$ cat src/rtl/traffic_light_sequencer.sv
// Timed RED -> GREEN -> YELLOW phase sequencer with a latched pedestrian
// request that shortens GREEN and an emergency input that parks the light on RED.
module traffic_light_sequencer #(
    parameter int unsigned RED_CYCLES    = 10,
    parameter int unsigned GREEN_CYCLES  = 8,
    parameter int unsigned YELLOW_CYCLES = 3,
    parameter int unsigned MIN_GREEN     = 3,
    parameter int unsigned CNT_W         = 8
) (
    input  logic             clk,
    input  logic             rst,
    input  logic             enable,
    input  logic             ped_req,
    input  logic             emergency,
    output logic [1:0]       state,
    output logic [CNT_W-1:0] remaining,
    output logic             phase_start,
    output logic             ped_pending
);

    typedef enum logic [1:0] {
        ST_RED    = 2'b00,
        ST_YELLOW = 2'b01,
        ST_GREEN  = 2'b10,
        ST_BAD    = 2'b11
    } state_t;

    localparam logic [CNT_W-1:0] RED_LOAD    = CNT_W'(RED_CYCLES - 1);
    localparam logic [CNT_W-1:0] GREEN_LOAD  = CNT_W'(GREEN_CYCLES - 1);
    localparam logic [CNT_W-1:0] YELLOW_LOAD = CNT_W'(YELLOW_CYCLES - 1);
    // GREEN may be cut once the count has fallen to this value, which
    // guarantees at least MIN_GREEN cycles of GREEN before YELLOW.
    localparam logic [CNT_W-1:0] PED_CUT     = CNT_W'(GREEN_CYCLES - MIN_GREEN);

    state_t           state_q, state_d;
    logic [CNT_W-1:0] rem_q, rem_d;
    logic             ps_q, ps_d;
    logic             ped_q, ped_d;

    // NOTE: every signal gets a default before the case so no path can leave
    // it unassigned; that is what keeps this block from inferring latches.
    always_comb begin
        state_d = state_q;
        rem_d   = rem_q;
        ps_d    = 1'b0;
        ped_d   = ped_q | ped_req;

        unique case (state_q)
            ST_RED: begin
                if (emergency) begin
                    rem_d = RED_LOAD;
                end else if (enable) begin
                    if (rem_q == '0) begin
                        state_d = ST_GREEN;
                        rem_d   = GREEN_LOAD;
                        ps_d    = 1'b1;
                    end else begin
                        rem_d = rem_q - CNT_W'(1);
                    end
                end
            end

            ST_GREEN: begin
                if (emergency) begin
                    // Forced exit does not serve the pedestrian; the request stays latched.
                    state_d = ST_YELLOW;
                    rem_d   = YELLOW_LOAD;
                    ps_d    = 1'b1;
                end else if (enable) begin
                    if (rem_q == '0 || (ped_q && rem_q <= PED_CUT)) begin
                        state_d = ST_YELLOW;
                        rem_d   = YELLOW_LOAD;
                        ps_d    = 1'b1;
                        ped_d   = ped_req;
                    end else begin
                        rem_d = rem_q - CNT_W'(1);
                    end
                end
            end

            ST_YELLOW: begin
                if (emergency || enable) begin
                    if (rem_q == '0) begin
                        state_d = ST_RED;
                        rem_d   = RED_LOAD;
                        ps_d    = 1'b1;
                    end else begin
                        rem_d = rem_q - CNT_W'(1);
                    end
                end
            end

            default: begin
                state_d = ST_RED;
                rem_d   = RED_LOAD;
            end
        endcase
    end

    // NOTE: sequential state uses non-blocking assignments so every register
    // samples its _d value from before the edge, independent of statement order.
    always_ff @(posedge clk) begin
        if (rst) begin
            state_q <= ST_RED;
            rem_q   <= RED_LOAD;
            ps_q    <= 1'b0;
            ped_q   <= 1'b0;
        end else begin
            state_q <= state_d;
            rem_q   <= rem_d;
            ps_q    <= ps_d;
            ped_q   <= ped_d;
        end
    end

    assign state       = state_q;
    assign remaining   = rem_q;
    assign phase_start = ps_q;
    assign ped_pending = ped_q;

endmodule

$ cat config.mk
export PLATFORM = sky130hd
export DESIGN_NAME = traffic_light_sequencer
export DESIGN_NICKNAME = d
export VERILOG_FILES = /design/src/rtl/traffic_light_sequencer.sv
export SDC_FILE = /design/constraint.sdc
export NUM_CORES = 1
export LEC_CHECK = 0
export BUFFER_PORTS_ARGS = -buffer_cell sky130_fd_sc_hd__buf_2
export CORE_MARGIN = 2
export CORE_UTILIZATION = 55
export CTS_CLUSTER_DIAMETER = 120
export CTS_CLUSTER_SIZE = 40
export DETAILED_ROUTE_END_ITERATION = 7
export PLACE_DENSITY_LB_ADDON = 0.2
export SYNTH_ARGS = -nofsm -noshare
export SYNTH_HDL_FRONTEND = slang
export SYNTH_SLANG_ARGS = --single-unit
$ cat constraint.sdc
create_clock -name clk -period 5.2 [get_ports clk]
set_input_delay 0.26 -clock clk [delete_from_list [all_inputs] [get_ports clk]]
set_output_delay 0.26 -clock clk [all_outputs]
set_load 0.1 [all_outputs]
==> metrics.md <==
| Metric | Value |
|---|---|
| Status | `completed` |
| Tmin final | `2.06 ns` |
| Yosys top cell by area | `dfxtp_1` |
| Ant. Diodes | `0` |
| Initial Util | `58.4%` |
| Worst Hold Depth | `2` |
| CTS root buf | `clkbuf_4` |
| Post-DR wirelength/cell | `16.1 um` |
| Crit-path slowest cell | `dfxtp_1` |
| Pin count of the biggest net entering global routing | `15` |
| RePlAce Congestion | `0.891` |
| Fin Clk Skew | `0.00509 ns` |
| Drt pass-1 iters | `4` |
| Sequential group share of total power | `42.5%` |
| # clock sinks | `12` |
| Final TNS setup | `0 ns` |
| First-pass GRT wire length | `3810 um` |
| Critical path peak fanout | `7` |
| Critical path class | `reg2reg` |
| Slew margin rel. | `63.9%` |
| Skew-Pair Late Insertion Delay | `0.27 ns` |
| Distinct cells, synth | `47` |
| FF-to-FF path depth | `6` |
| Antenna violations before repair | `0` |
| Post-synthesis mux area share | `1.15%` |
| I/O Pins | `17` |
| Worst hold margin | `0.243 ns` |
| Fin crit share | `39.6%` |
| CTS Hold Buffers Added | `0` |
| Port bufs | `16` |
| Share of cells above drive strength 1 | `23.8%` |
| Peak Freq | `0.486 GHz` |
| CP Launch Type | `flip-flop` |
| CP Data Required Time | `5.42 ns` |
| Synthesized instance count | `106` |
| Clock Power Share | `28.8%` |
| Max Cap Viol | `0` |
| Worst min-delay path endpoint | `state[0]` |
| Min-delay src | `rst` |
| Cells taking the most area after synthesis | `dfxtp_1 28%, nor2_1 3.5%, a2111oi_4 3.2%, inv_1 3.0%, nand2_1 3.0%` |
| Post-CTS sizing | `0` |
| Final wirelength | `2220 um` |
| Slew @ Worst Pin | `0.537 ns` |
| Async set-reset flop share out of synthesis | `0%` |
| Register area share after synthesis | `27.6%` |
| TritonCTS buffer count | `3` |
| Rows | `14` |
| # H-tree levels | `1` |
| Fillers | `138` |
| VDD IR max | `0.000138 V` |
| Final nets | `130` |
| XOR/XNOR Fraction of Synth Area | `0%` |
| Final worst setup slack | `3.14 ns` |
| Worst R2R Setup Slack | `3.14 ns` |
| Hold Crit Class | `in2reg` |
| Via count | `929` |
| Dominant synthesized flop cell | `dfxtp_1` |
| Core area | `1490 sq um` |
| # DRC | `0` |
| Simple-gate portion of the synthesized area | `28.8%` |
| Fin. Hold Viols | `0` |
| Flops & latches, synth | `12` |
| Die ar. | `1910 sq um` |
| Power density cells | `260 nW/um^2` |
| Initial drt markers | `53` |
| Vias in the first global route | `783` |
| Post-layout util | `66.4%` |
| Die Height | `43.8 um` |
| Largest family of logic cells by synthesized area | `compound AO/OA/AOI/OAI gates` |
| Post-Synthesis Cell Area | `870 sq um` |
| Synth Area in Adders | `2.88%` |
| Sw Ratio | `38.7%` |
| # setup viols final | `0` |
| Synthesized Nets | `113` |
| Multi-input gate area | `586 sq um` |
| Delay-heaviest family, CP | `compound AO/OA/AOI/OAI gates` |
| CP Data Arrival Time | `2.28 ns` |
| Clock Pin Slew Worst Setup and Hold Paths | `0.08 ns` |
| Synth warnings | `0` |
| Post-synthesis compound-gate area fraction | `34.5%` |
| Gate power share | `28.8%` |
| Sequence of cells on the critical path | `inv_1 > ha_1 > o21ai_0 > a21oi_1 > a2111oi_0 > o32a_1` |
| Max clock buf depth | `2` |
| Crit end category | `flip-flop` |
| Power Total | `257 uW` |
| Critical R2R Launch | `remaining[0]` |
| Vias/cell | `6.73` |
| Mean area per synthesized cell | `8.20 sq um` |
| Critical Path Max Stage Delay | `0.45 ns` |
| Reg2reg end | `remaining[0]` |
| P_int | `158 uW` |
| CTS tree | `built` |
| RSZ-0062 raised after global routing | `false` |
| Synth top area share | `27.6%` |
| FF/Latch Area | `240 sq um` |
| HPWL after DPL | `1630 um` |
| Pleak | `0.382 nW` |
| Layout area overhead | `13.7%` |
| GRT Overall Usage | `26.8%` |
| Buf/Inv on CP | `1` |
| Post-CTS Setup Inserts | `0` |
| Gr ovfl total | `0` |
| Fin. max-slew vios | `0` |
| DIE WIDTH | `43.8 um` |
| EDFF count, synth | `0` |
| Switching pwr | `99.7 uW` |
| Pre-CTS setup slack | `3.16 ns` |
| Detail Route Antenna Nets | `0` |
-- layer usage --
| layer | part of all wire, % | GRT usage, % | routed length, um | vias up |
|---|---|---|---|---|
| met3 | 6.3 | 4.17 | 140 | 9 |
| met2 | 46 | 40.0 | 1020 | 42 |
| met1 | 45 | 37.8 | 1000 | 423 |
| li1 | - | - | - | 455 |
| met4 | 2.4 | 12.1 | 53 | 0 |
| met5 | 0 | 0 | 0 | - |
-- cell type report --
type	count	share of cell area, %
well taps	16	2.03
inverters	7	2.66
multi-input cells	83	59.2
repair buffers	16	8.10
clock buffers	4	3.67
flip-flops and latches	12	24.3
-- through the flow --
step | instance area [sq um] | instances
4_1_cts | 988 | 138
3_5_place_dp | 952 | 134
3_3_place_gp | 952 | 134
5_1_grt | 988 | 138
6_report | 988 | 138
2_1_floorplan | 870 | 106
-- power by group through the flow --
stage               combinational, mW  clock (mW)  sequential [mW]
finish                         0.0740      0.0740            0.109
global route                   0.0791      0.0790            0.111
CTS                            0.0739      0.0752            0.109
detailed placement             0.0735           0            0.111
global placement               0.0731           0            0.111
floorplan                      0.0344           0            0.138
-- cells in the mapped netlist, types with 2 or more instances --
| cell type | instances |
|---|---|
| a211oi_1 | 3 |
| a21oi_1 | 5 |
| a31oi_1 | 2 |
| a41oi_1 | 3 |
| buf_2 | 2 |
| clkbuf_1 | 2 |
| dfxtp_1 | 12 |
| ha_1 | 2 |
| inv_1 | 7 |
| nand2_1 | 7 |
| nand2b_1 | 3 |
| nand3_1 | 5 |
| nor2_1 | 8 |
| nor3_1 | 3 |
| nor4_1 | 3 |
| o21ai_0 | 4 |
| o21bai_1 | 2 |
| o32a_1 | 2 |
| or3b_2 | 2 |
| or4_1 | 2 |
-- placed cells by master, fill, tap and decap left out, drive strengths merged, types with 2 or more instances in the layout --
cell type	count
or4	2
or3b	2
dfxtp	12
buf	16
a2111oi	2
o32a	2
a31oi	2
o21bai	2
ha	2
nor2	8
nand2	8
a41oi	4
inv	7
a211oi	3
nand3	5
o21ai	5
a21oi	5
nand2b	3
nor3	4
clkbuf	4
nor4	4
-- worst register-to-register path, cell delays in order (launching register included) --
cell       delay, ns
dfxtp_1         0.45
inv_1           0.07
ha_1            0.27
o21ai_0         0.45
a21oi_1         0.18
a2111oi_0       0.40
o32a_1          0.19
-- sequential cells by signal, summed over array words and instances (netlist names) --
name         count
ped_pending      1
state            2
remaining        8
phase_start      1
-- how the worst max path moves through the flow --
stage / startpoint / endpoint / slack [ns] / cells past startpoint
2_1_floorplan: remaining[1] / remaining[0] / 2.67 / 6
6_report: remaining[0] / remaining[0] / 3.14 / 6
3_5_place_dp: remaining[0] / remaining[0] / 3.16 / 6
4_1_cts: remaining[0] / remaining[0] / 3.13 / 6
5_1_grt: remaining[0] / remaining[0] / 3.00 / 6
3_3_place_gp: remaining[0] / remaining[0] / 3.18 / 6
-- cell families (layout without fill, tap and decap cells) --
family | after synthesis | after routing
buffers and inverters | 11 | 27
AO/OA/AOI/OAI | 37 | 37
adder cells (fa/ha/maj) | 2 | 2
AND/OR/NAND/NOR | 43 | 43
flip-flops | 12 | 12
multiplexers | 1 | 1
(Power assumes the default switching activity.)
